### src/rtl/isp_frame_gain.sv
// isp_frame_gain: per-channel white-balance gain stage for a raster pixel stream.
// Configuration is captured on the first beat of each frame and held until
// the frame ends. Row length is tracked against the configured frame width.
// Per-frame row totals are reported when the frame's last beat leaves the block.
// The datapath is two register stages deep: stage 1 captures the beat and the
// frame-level bookkeeping, stage 2 applies gain and drives the outputs.
module isp_frame_gain #(
  parameter int COLOR_DEPTH = 8,
  parameter int GAIN_W      = 8,
  parameter int GAIN_FRAC   = 6,
  parameter int COL_W       = 12
) (
  input  logic                   clk,
  input  logic                   rst_n,
  input  logic [COLOR_DEPTH-1:0] pixel_in,
  input  logic                   valid_in,
  input  logic [1:0]             color_in,
  input  logic                   last_col_in,
  input  logic                   last_pic_in,
  input  logic [3:0]             mode,
  input  logic [GAIN_W-1:0]      gain_r,
  input  logic [GAIN_W-1:0]      gain_g,
  input  logic [GAIN_W-1:0]      gain_b,
  input  logic [COL_W-1:0]       frame_cols,
  output logic [COLOR_DEPTH-1:0] pixel_out,
  output logic                   valid_out,
  output logic [1:0]             color_out,
  output logic                   last_col_out,
  output logic                   last_pic_out,
  output logic                   frame_done,
  output logic                   size_err,
  output logic [COL_W-1:0]       row_count
);

  localparam int PW = COLOR_DEPTH + GAIN_W;
  localparam int unsigned HALF_I = (GAIN_FRAC > 0) ? (32'd1 << (GAIN_FRAC - 1)) : 32'd0;
  localparam logic [PW:0] HALF_C = (PW+1)'(HALF_I);
  localparam logic [PW:0] MAX_C  = {{(PW+1-COLOR_DEPTH){1'b0}}, {COLOR_DEPTH{1'b1}}};

  typedef enum logic [0:0] {
    IDLE   = 1'b0,
    ACTIVE = 1'b1
  } state_t;

  // Counter increment that sticks at all-ones instead of wrapping.
  function automatic logic [COL_W-1:0] sat_inc(input logic [COL_W-1:0] v);
    if (v == {COL_W{1'b1}}) begin
      sat_inc = v;
    end else begin
      sat_inc = v + {{(COL_W-1){1'b0}}, 1'b1};
    end
  endfunction

  // Fixed-point multiply with round-half-up and clamp to the pixel range.
  // The rounding add gets one extra bit so a full-scale product cannot wrap.
  function automatic logic [COLOR_DEPTH-1:0] apply_gain(
    input logic [COLOR_DEPTH-1:0] pix,
    input logic [GAIN_W-1:0]      g
  );
    logic [PW-1:0] prod;
    logic [PW:0]   rnd;
    logic [PW:0]   shifted;
    prod    = PW'(pix) * PW'(g);
    rnd     = {1'b0, prod} + HALF_C;
    shifted = rnd >> GAIN_FRAC;
    if (shifted > MAX_C) begin
      apply_gain = {COLOR_DEPTH{1'b1}};
    end else begin
      apply_gain = shifted[COLOR_DEPTH-1:0];
    end
  endfunction

  // Frame state and shadow configuration
  state_t            state_r;
  logic [2:0]        sh_mode_r;
  logic [GAIN_W-1:0] sh_gain_r_r;
  logic [GAIN_W-1:0] sh_gain_g_r;
  logic [GAIN_W-1:0] sh_gain_b_r;
  logic [COL_W-1:0]  sh_cols_r;

  // Row/column bookkeeping
  logic [COL_W-1:0]  col_cnt_r;
  logic [COL_W-1:0]  row_cnt_r;

  // Stage 1 registers
  logic                   s1_valid_r;
  logic [COLOR_DEPTH-1:0] s1_pixel_r;
  logic [1:0]             s1_color_r;
  logic                   s1_last_col_r;
  logic                   s1_last_pic_r;
  logic                   s1_bypass_r;
  logic                   s1_gain_en_r;
  logic [GAIN_W-1:0]      s1_gain_r;
  logic                   s1_first_r;
  logic                   s1_err_r;
  logic [COL_W-1:0]       s1_rows_r;

  // Output registers
  logic [COLOR_DEPTH-1:0] pixel_out_r;
  logic                   valid_out_r;
  logic [1:0]             color_out_r;
  logic                   last_col_out_r;
  logic                   last_pic_out_r;
  logic                   frame_done_r;
  logic                   size_err_r;
  logic [COL_W-1:0]       row_count_r;

  // Stage 0 combinational decode
  logic                   first_s;
  logic [2:0]             mode_eff_s;
  logic [GAIN_W-1:0]      gain_r_eff_s;
  logic [GAIN_W-1:0]      gain_g_eff_s;
  logic [GAIN_W-1:0]      gain_b_eff_s;
  logic [COL_W-1:0]       cols_eff_s;
  logic [GAIN_W-1:0]      gain_sel_s;
  logic                   row_end_s;
  logic [COL_W:0]         cnt_p1_s;
  logic                   err_evt_s;
  logic [COL_W-1:0]       rows_total_s;
  logic [COLOR_DEPTH-1:0] pix_proc_s;

  // mode[3] is reserved and intentionally has no effect.
  logic unused_mode_s;
  assign unused_mode_s = mode[3];

  // Pick live config on a frame's first beat, shadow config otherwise; derive row checks.
  always_comb begin
    first_s      = (state_r == IDLE) && valid_in;
    mode_eff_s   = sh_mode_r;
    gain_r_eff_s = sh_gain_r_r;
    gain_g_eff_s = sh_gain_g_r;
    gain_b_eff_s = sh_gain_b_r;
    cols_eff_s   = sh_cols_r;
    if (state_r == IDLE) begin
      mode_eff_s   = mode[2:0];
      gain_r_eff_s = gain_r;
      gain_g_eff_s = gain_g;
      gain_b_eff_s = gain_b;
      cols_eff_s   = frame_cols;
    end else begin
      mode_eff_s   = sh_mode_r;
    end

    case (color_in)
      2'b00:   gain_sel_s = gain_r_eff_s;
      2'b01:   gain_sel_s = gain_g_eff_s;
      2'b10:   gain_sel_s = gain_b_eff_s;
      default: gain_sel_s = {GAIN_W{1'b0}};
    endcase

    // A frame end without a column marker still closes the row.
    row_end_s    = last_col_in | last_pic_in;
    cnt_p1_s     = {1'b0, col_cnt_r} + {{COL_W{1'b0}}, 1'b1};
    rows_total_s = sat_inc(row_cnt_r);

    err_evt_s = 1'b0;
    if (valid_in && mode_eff_s[2]) begin
      if (row_end_s) begin
        err_evt_s = (cnt_p1_s != {1'b0, cols_eff_s});
      end else begin
        err_evt_s = (cnt_p1_s == {1'b0, cols_eff_s});
      end
    end else begin
      err_evt_s = 1'b0;
    end
  end

  // Frame FSM: capture configuration on the first beat, release it after the last.
  always_ff @(posedge clk) begin
    if (rst_n) begin
      state_r     <= IDLE;
      sh_mode_r   <= 3'b000;
      sh_gain_r_r <= {GAIN_W{1'b0}};
      sh_gain_g_r <= {GAIN_W{1'b0}};
      sh_gain_b_r <= {GAIN_W{1'b0}};
      sh_cols_r   <= {COL_W{1'b0}};
    end else begin
      case (state_r)
        IDLE: begin
          if (valid_in) begin
            sh_mode_r   <= mode[2:0];
            sh_gain_r_r <= gain_r;
            sh_gain_g_r <= gain_g;
            sh_gain_b_r <= gain_b;
            sh_cols_r   <= frame_cols;
            state_r     <= last_pic_in ? IDLE : ACTIVE;
          end else begin
            state_r     <= IDLE;
          end
        end
        ACTIVE: begin
          if (valid_in && last_pic_in) begin
            state_r <= IDLE;
          end else begin
            state_r <= ACTIVE;
          end
        end
        default: state_r <= IDLE;
      endcase
    end
  end

  // Column and row counters; both restart after the frame's last beat.
  always_ff @(posedge clk) begin
    if (rst_n) begin
      col_cnt_r <= {COL_W{1'b0}};
      row_cnt_r <= {COL_W{1'b0}};
    end else if (valid_in) begin
      if (row_end_s) begin
        col_cnt_r <= {COL_W{1'b0}};
        row_cnt_r <= last_pic_in ? {COL_W{1'b0}} : rows_total_s;
      end else begin
        col_cnt_r <= sat_inc(col_cnt_r);
      end
    end else begin
      col_cnt_r <= col_cnt_r;
    end
  end

  // Stage 1: capture the beat together with its resolved gain and frame bookkeeping.
  always_ff @(posedge clk) begin
    if (rst_n) begin
      s1_valid_r    <= 1'b0;
      s1_pixel_r    <= {COLOR_DEPTH{1'b0}};
      s1_color_r    <= 2'b00;
      s1_last_col_r <= 1'b0;
      s1_last_pic_r <= 1'b0;
      s1_bypass_r   <= 1'b0;
      s1_gain_en_r  <= 1'b0;
      s1_gain_r     <= {GAIN_W{1'b0}};
      s1_first_r    <= 1'b0;
      s1_err_r      <= 1'b0;
      s1_rows_r     <= {COL_W{1'b0}};
    end else begin
      s1_valid_r    <= valid_in;
      s1_pixel_r    <= pixel_in;
      s1_color_r    <= color_in;
      s1_last_col_r <= last_col_in;
      s1_last_pic_r <= last_pic_in;
      s1_bypass_r   <= mode_eff_s[0];
      s1_gain_en_r  <= mode_eff_s[1];
      s1_gain_r     <= gain_sel_s;
      s1_first_r    <= first_s;
      s1_err_r      <= err_evt_s;
      s1_rows_r     <= rows_total_s;
    end
  end

  // Stage 2 pixel function: bypass wins, reserved colour and gain-off pass through.
  always_comb begin
    if (s1_bypass_r) begin
      pix_proc_s = s1_pixel_r;
    end else if (s1_gain_en_r && (s1_color_r != 2'b11)) begin
      pix_proc_s = apply_gain(s1_pixel_r, s1_gain_r);
    end else begin
      pix_proc_s = s1_pixel_r;
    end
  end

  // Stage 2: register the processed beat and frame status outputs.
  always_ff @(posedge clk) begin
    if (rst_n) begin
      pixel_out_r    <= {COLOR_DEPTH{1'b0}};
      valid_out_r    <= 1'b0;
      color_out_r    <= 2'b00;
      last_col_out_r <= 1'b0;
      last_pic_out_r <= 1'b0;
      frame_done_r   <= 1'b0;
      size_err_r     <= 1'b0;
      row_count_r    <= {COL_W{1'b0}};
    end else begin
      pixel_out_r    <= pix_proc_s;
      valid_out_r    <= s1_valid_r;
      color_out_r    <= s1_color_r;
      last_col_out_r <= s1_last_col_r;
      last_pic_out_r <= s1_last_pic_r;
      frame_done_r   <= s1_valid_r & s1_last_pic_r;
      if (s1_valid_r && s1_first_r) begin
        size_err_r <= s1_err_r;
      end else if (s1_valid_r && s1_err_r) begin
        size_err_r <= 1'b1;
      end else begin
        size_err_r <= size_err_r;
      end
      if (s1_valid_r && s1_last_pic_r) begin
        row_count_r <= s1_rows_r;
      end else begin
        row_count_r <= row_count_r;
      end
    end
  end

  assign pixel_out    = pixel_out_r;
  assign valid_out    = valid_out_r;
  assign color_out    = color_out_r;
  assign last_col_out = last_col_out_r;
  assign last_pic_out = last_pic_out_r;
  assign frame_done   = frame_done_r;
  assign size_err     = size_err_r;
  assign row_count    = row_count_r;

endmodule

### config.mk
export PLATFORM = sky130hd
export DESIGN_NAME = isp_frame_gain
export DESIGN_NICKNAME = d
export VERILOG_FILES = /design/src/rtl/isp_frame_gain.sv
export SDC_FILE = /design/constraint.sdc
export NUM_CORES = 1
export LEC_CHECK = 0
export CORE_MARGIN = 2
export CORE_UTILIZATION = 34
export CTS_CLUSTER_SIZE = 8
export DETAILED_ROUTE_END_ITERATION = 10
export SYNTH_ARGS = -nofsm -noshare
export SYNTH_HDL_FRONTEND = slang
export SYNTH_SLANG_ARGS = --single-unit
### constraint.sdc
create_clock -name clk -period 7.2 [get_ports clk]
set_input_delay 1.44 -clock clk [delete_from_list [all_inputs] [get_ports clk]]
set_output_delay 1.44 -clock clk [all_outputs]
set_load 0.01 [all_outputs]
Word level (Yosys, flattened, before mapping)
Index checks and enable logic that the tools add are counted.
{ "totals": {"regBits": 128, "output_inout_bits": 27, "elab_cells": 78} }
{ "classes": {"add_sub_neg": 4, "multipliers": 1, "n_lt_le_gt_ge": 1, "n_eq_ne": 8, "muxes": 20, "bitwise_logic": 4, "reduce_logical": 13} }
{ "ops": {"columns": ["operator", "n"], "rows": [
  ["two-way mux 12 bit", 5],
  ["two-way mux 8 bit", 6],
  ["adder 12 x 1 -> 12 bit, second input constant", 2],
  ["equality test 12 bit, second input constant", 2],
  ["case mux 8 bit (3 select lines)", 1],
  ["adder 16 x 6 -> 17 bit, second input constant", 1],
  ["multiplier 8 x 8 -> 16 bit", 1],
  ["adder 12 x 1 -> 13 bit, second input constant", 1],
  ["equality test 13 x 12 -> 1 bit", 1],
  ["!= test 13 x 12 -> 1 bit", 1],
  ["> comparator 11 x 8 -> 1 bit, second input constant", 1],
  ["logical AND 1 bit", 7],
  ["two-way mux 1 bit", 6],
  ["AND reduction 2 bit", 3],
  ["!= test 2 bit, second input constant", 2],
  ["two-way mux 3 bit", 1],
  ["equality test 2 x 1 -> 1 bit, second input constant", 1],
  ["equality test 2 bit, second input constant", 1],
  ["zero test 2 bit", 1],
  ["NOT 1 bit", 2],
  ["case mux 1 bit (2 select lines)", 1],
  ["nonzero test 2 bit", 1],
  ["OR reduction 2 bit", 1],
  ["AND 1 bit", 1],
  ["OR 1 bit", 1]
]} }

Depth between registers and ports, before layout
{ "depth": {"word_depth": 6, "depth_mapped": 16} }

Least setup slack after synthesis
Ideal clock, no wire load.
{ "synth_path": {"kind": "register to register", "from": "reg s1_pixel_r[4]", "to": "reg pixel_out_r[0], in the netlist pixel_out[0]", "arrival_ns": 4.216, "required_ns": 7.109, "slack_ns": 2.894, "stages_incl_launch_ff": 16, "synth_period_minus_slack_ns": 4.306, "cell_sequence": "dfxtp_1 -> clkbuf_1 -> and2_1 -> fa_1 -> fa_1 -> fa_1 -> inv_1 -> fa_1 -> inv_1 -> ha_1 -> a21oi_1 -> o21ai_0 -> a21oi_2 -> o311a_1 -> o21a_1 -> a311oi_1"} }
{ "synth_between": {"elab_chain_len": 6} }
{ "synth_lines": {"columns": ["item", "line_no", "source"], "rows": [
  ["start: declaration", "87", "logic [COLOR_DEPTH-1:0] s1_pixel_r;"],
  ["start signal: assignment", "224", "s1_pixel_r <= {COLOR_DEPTH{1'b0}};"],
  ["start signal: assignment", "236", "s1_pixel_r <= pixel_in;"],
  ["multiplier 8 x 8 -> 16 bit (*)", "63", "prod = PW'(pix) * PW'(g);"],
  ["adder 16 x 6 -> 17 bit (*)", "64", "rnd = {1'b0, prod} + HALF_C;"],
  ["> comparator 11 x 8 -> 1 bit", "66", "if (shifted > MAX_C) begin"],
  ["two-way mux 8 bit (*)", "66", null],
  ["two-way mux 8 bit (*)", "253", "end else if (s1_gain_en_r && (s1_color_r != 2'b11)) begin"],
  ["two-way mux 8 bit (*)", "251", "if (s1_bypass_r) begin"],
  ["end signal: assignment", "263", "pixel_out_r <= {COLOR_DEPTH{1'b0}};"],
  ["end signal: assignment", "272", "pixel_out_r <= pix_proc_s;"],
  ["end: declaration", "99", "logic [COLOR_DEPTH-1:0] pixel_out_r;"]
]} }
Every way passes the cells marked *; elsewhere a longest branch is shown, timed or not.
A chain may end at the register's enable or synchronous reset.

Worst setup path after layout
{ "layout_path": {"from": "reg s1_pixel_r[0]", "to": "reg pixel_out_r[1], in the netlist pixel_out[1]"} }
The elaborated chain is that of the path after synthesis.

==> impl_metrics.tcl <==
set metrics [dict create \
    setup-violations-final 0 \
    grt_max_degree 60 \
    cts_htree_levels 4 \
    synth.top_cells.by_count "nand2_1, dfxtp_1, a21oi_1" \
    status "complete, no violations" \
    postSynthAreaPerCell_um2 8.70 \
    drv_slew 0 \
    synth_area_leader_cell "dfxtp_1" \
    finClkSkew_ns 0.00880 \
    die_w_um 153 \
    finalPower_w 0.00184 \
    die_h_um 153 \
    wl_per_cell_um 14.2 \
    synth_compound_area_share_pct 15.0 \
    initial_core_util_pct 34.6 \
    insertedDiodeCount 0 \
    totalWireLength_um 17300 \
    slew_headroom_pct 31.9 \
    rsz0062_at_grt "no" \
    post_cts_resized 0 \
    netlist_instances 866 \
    hold_depth 2 \
    synth_top_family_by_area "simple AND/OR/NAND/NOR gates" \
    fmax_mhz 209 \
    peakVddDrop_v 0.000133 \
    portBuffers 80 \
    synth_cell_types 61 \
    power.density_nw_per_um2 202 \
    drc 0 \
    grt_pass1_vias 5752 \
    ys_top_cells_by_area "dfxtp_1, fa_1, ha_1" \
    gp_congestion 0.804 \
    power.leakage_nw 3.75 \
    synth_mux_area_share_pct 4.67 \
    cts_sinks 128 \
    dr.pass1.iters 4 \
    cts-root-buf "clkbuf_16" \
    final.period_utilization_pct 66.4 \
    fin_tns_setup_ns 0 \
    yosys_register_bits 128 \
    nets 1056 \
    dieArea_um2 23400 \
    synthArstFlopShare_pct 0 \
    synthFlopType "dfxtp_1" \
    area_delta_synth_final_pct 20.9 \
    grt_pass1_wl_um 29500 \
    grt.overflow.total 0 \
    cts_buffers 17 \
    hpwl_um 12200 \
    setup.worst_path.end_class "flip-flop" \
    cts_tree "done" \
    start_kind "flip-flop" \
    worst_ep_required_time_ns 7.46 \
    antenna_found_initial 0 \
    yosys_warnings 0 \
    final_layout_size_suffix_gt1_share_pct 5.66 \
    syn_area_um2 7540 \
    cts_buffer_depth 2 \
    cts_hold_buf 0 \
    crit_type "flip-flop to flip-flop" \
    vias_per_cell 4.95 \
    ys_seq_area_share_pct 34.0 \
    yosysTopAreaCellShare_pct 34.0 \
    crit_fanout 8 \
    synth.net_count 998 \
    synth-edff-count 0 \
    synth_xor_area_share_pct 4.27 \
    clkTransAtPathRegs_ns 0.06 \
    worstMarginPinSlew_ns 1.02 \
    cap_violations 0 \
    route.vias.total 6024 \
    io-pin-count 82 \
    arrival_ns 5.04 \
    final_hold_viol_count 0 \
    insertion_delay_ns 0.42 \
    drtIter0Drc 316 \
    synth-adder-area-share_pct 16.4 \
    core_um2 21800 \
    synth-simple-area-share_pct 20.9 \
    synth.most_common_cell "nand2_1" \
    core.rowCount 54 \
    min_path_type "flip-flop to flip-flop" \
    ant_nets 0 \
    post-cts-setup-buffers 0 \
    layout_min_cycle_time_ns 4.78 \
    grt_use_total_pct 15.4 \
    r2r_cells 14 \
]
-- sequential cells by signal, indices dropped and copies added, names as in the netlist, 8 cells and up, named ones only --
signal and count:
s1_rows_r 12, row_cnt_r 12, pixel_out 8, sh_gain_g_r 8, col_cnt_r 12, sh_cols_r 12, sh_gain_b_r 8, row_count 12
sh_gain_r_r 8, s1_pixel_r 8, s1_gain_r 8
-- power breakdown --
part	switching, W	leakage (nW)	internal, W
clock network	0.000328	0.268	0.000518
logic	0.000121	2.44	0.000107
registers	0.0000266	1.05	0.000736
total	0.000476	3.75	0.00136
-- critical path, stage by stage, from the launching register on --
cell and delay (ns):
dfxtp_1 0.41, and2_1 0.23, fa_1 0.44, fa_1 0.54, inv_1 0.05, fa_1 0.46, fa_1 0.55, inv_1 0.04
ha_1 0.34, nand4_1 0.17, o221a_2 0.32, a211oi_1 0.25, a211oi_1 0.11, xnor2_1 0.53, a311oi_1 0.18
-- cells in the final DEF, fill, tap and decap left out, drive strengths merged, types with 5 or more instances in the layout --
cell / netlist / layout
o21a: 5 / 5
nand2: 135 / 135
a211oi: 21 / 21
a22o: 5 / 5
nand2b: 5 / 5
a311oi: 10 / 10
a21o: 10 / 10
nand3: 13 / 13
or3: 5 / 5
a21oi: 90 / 90
mux2i: 28 / 28
fa: 36 / 36
o21ai: 12 / 12
inv: 43 / 44
xor2: 10 / 10
clkdlybuf4s50: 0 / 79
clkinvlp: 0 / 5
nor2: 63 / 63
dfxtp: 128 / 128
nor2b: 18 / 18
xnor2: 19 / 19
and2: 49 / 49
a31oi: 6 / 6
and3: 10 / 10
buf: 15 / 6
nor3: 10 / 10
clkbuf: 31 / 19
ha: 41 / 41
-- worst paths after layout --
path | startpoint | endpoint | slack (ns)
max | s1_pixel_r[0]$_SDFF_PP0_ | pixel_out[1]$_SDFF_PP0_ | 2.42
min reg2reg | s1_rows_r[4]$_SDFF_PP0_ | row_count[4]$_SDFFE_PP0P_ | 0.43
max reg2reg | s1_pixel_r[0]$_SDFF_PP0_ | pixel_out[1]$_SDFF_PP0_ | 2.42
min | s1_rows_r[4]$_SDFF_PP0_ | row_count[4]$_SDFFE_PP0P_ | 0.43
-- logic make-up (layout without fill, tap and decap cells) --
| kind of cell | after synthesis | count (layout) |
|---|---|---|
| flops | 128 | 128 |
| fa+ha+maj | 77 | 77 |
| buf+inv | 89 | 159 |
| compound gates | 178 | 178 |
| xor+xnor | 32 | 32 |
| mux | 33 | 33 |
| simple gates | 329 | 329 |
-- area by class of cell --
type                    count  area, µm²
clock buffers              19        443
clock inverters            12        138
fillers                  2188      12600
inverters                  43        161
multi-input cells         649       4620
flip-flops and latches    128       2560
well taps                 280        350
repair buffers             85        836
-- metrics by stage --
| step | setup WS, ns | cell area (µm²) | utilization [%] | instances | hold WS [ns] |
|---|---|---|---|---|---|
| after floorplan | 2.89 | 7540 | - | 866 | 0.414 |
| after global placement | 2.45 | 8530 | 39.2 | 1185 | 0.424 |
| after detailed placement | 2.39 | 8530 | 39.2 | 1185 | 0.429 |
| after CTS | 2.40 | 9110 | 41.9 | 1216 | 0.438 |
| after global routing | 2.15 | 9110 | 41.9 | 1216 | 0.462 |
| final | 2.42 | 9110 | 41.9 | 1216 | 0.434 |
-- routing by layer --
layer  up-vias  part of all wire, %  global-route usage [%]
met2        83                   46                    24.8
li1       3058                    -                       -
met4         0                 0.82                    3.84
met1      2872                   50                    21.1
met5         -                    0                       0
met3        11                  2.9                    3.26
(Power assumes the default switching activity.)
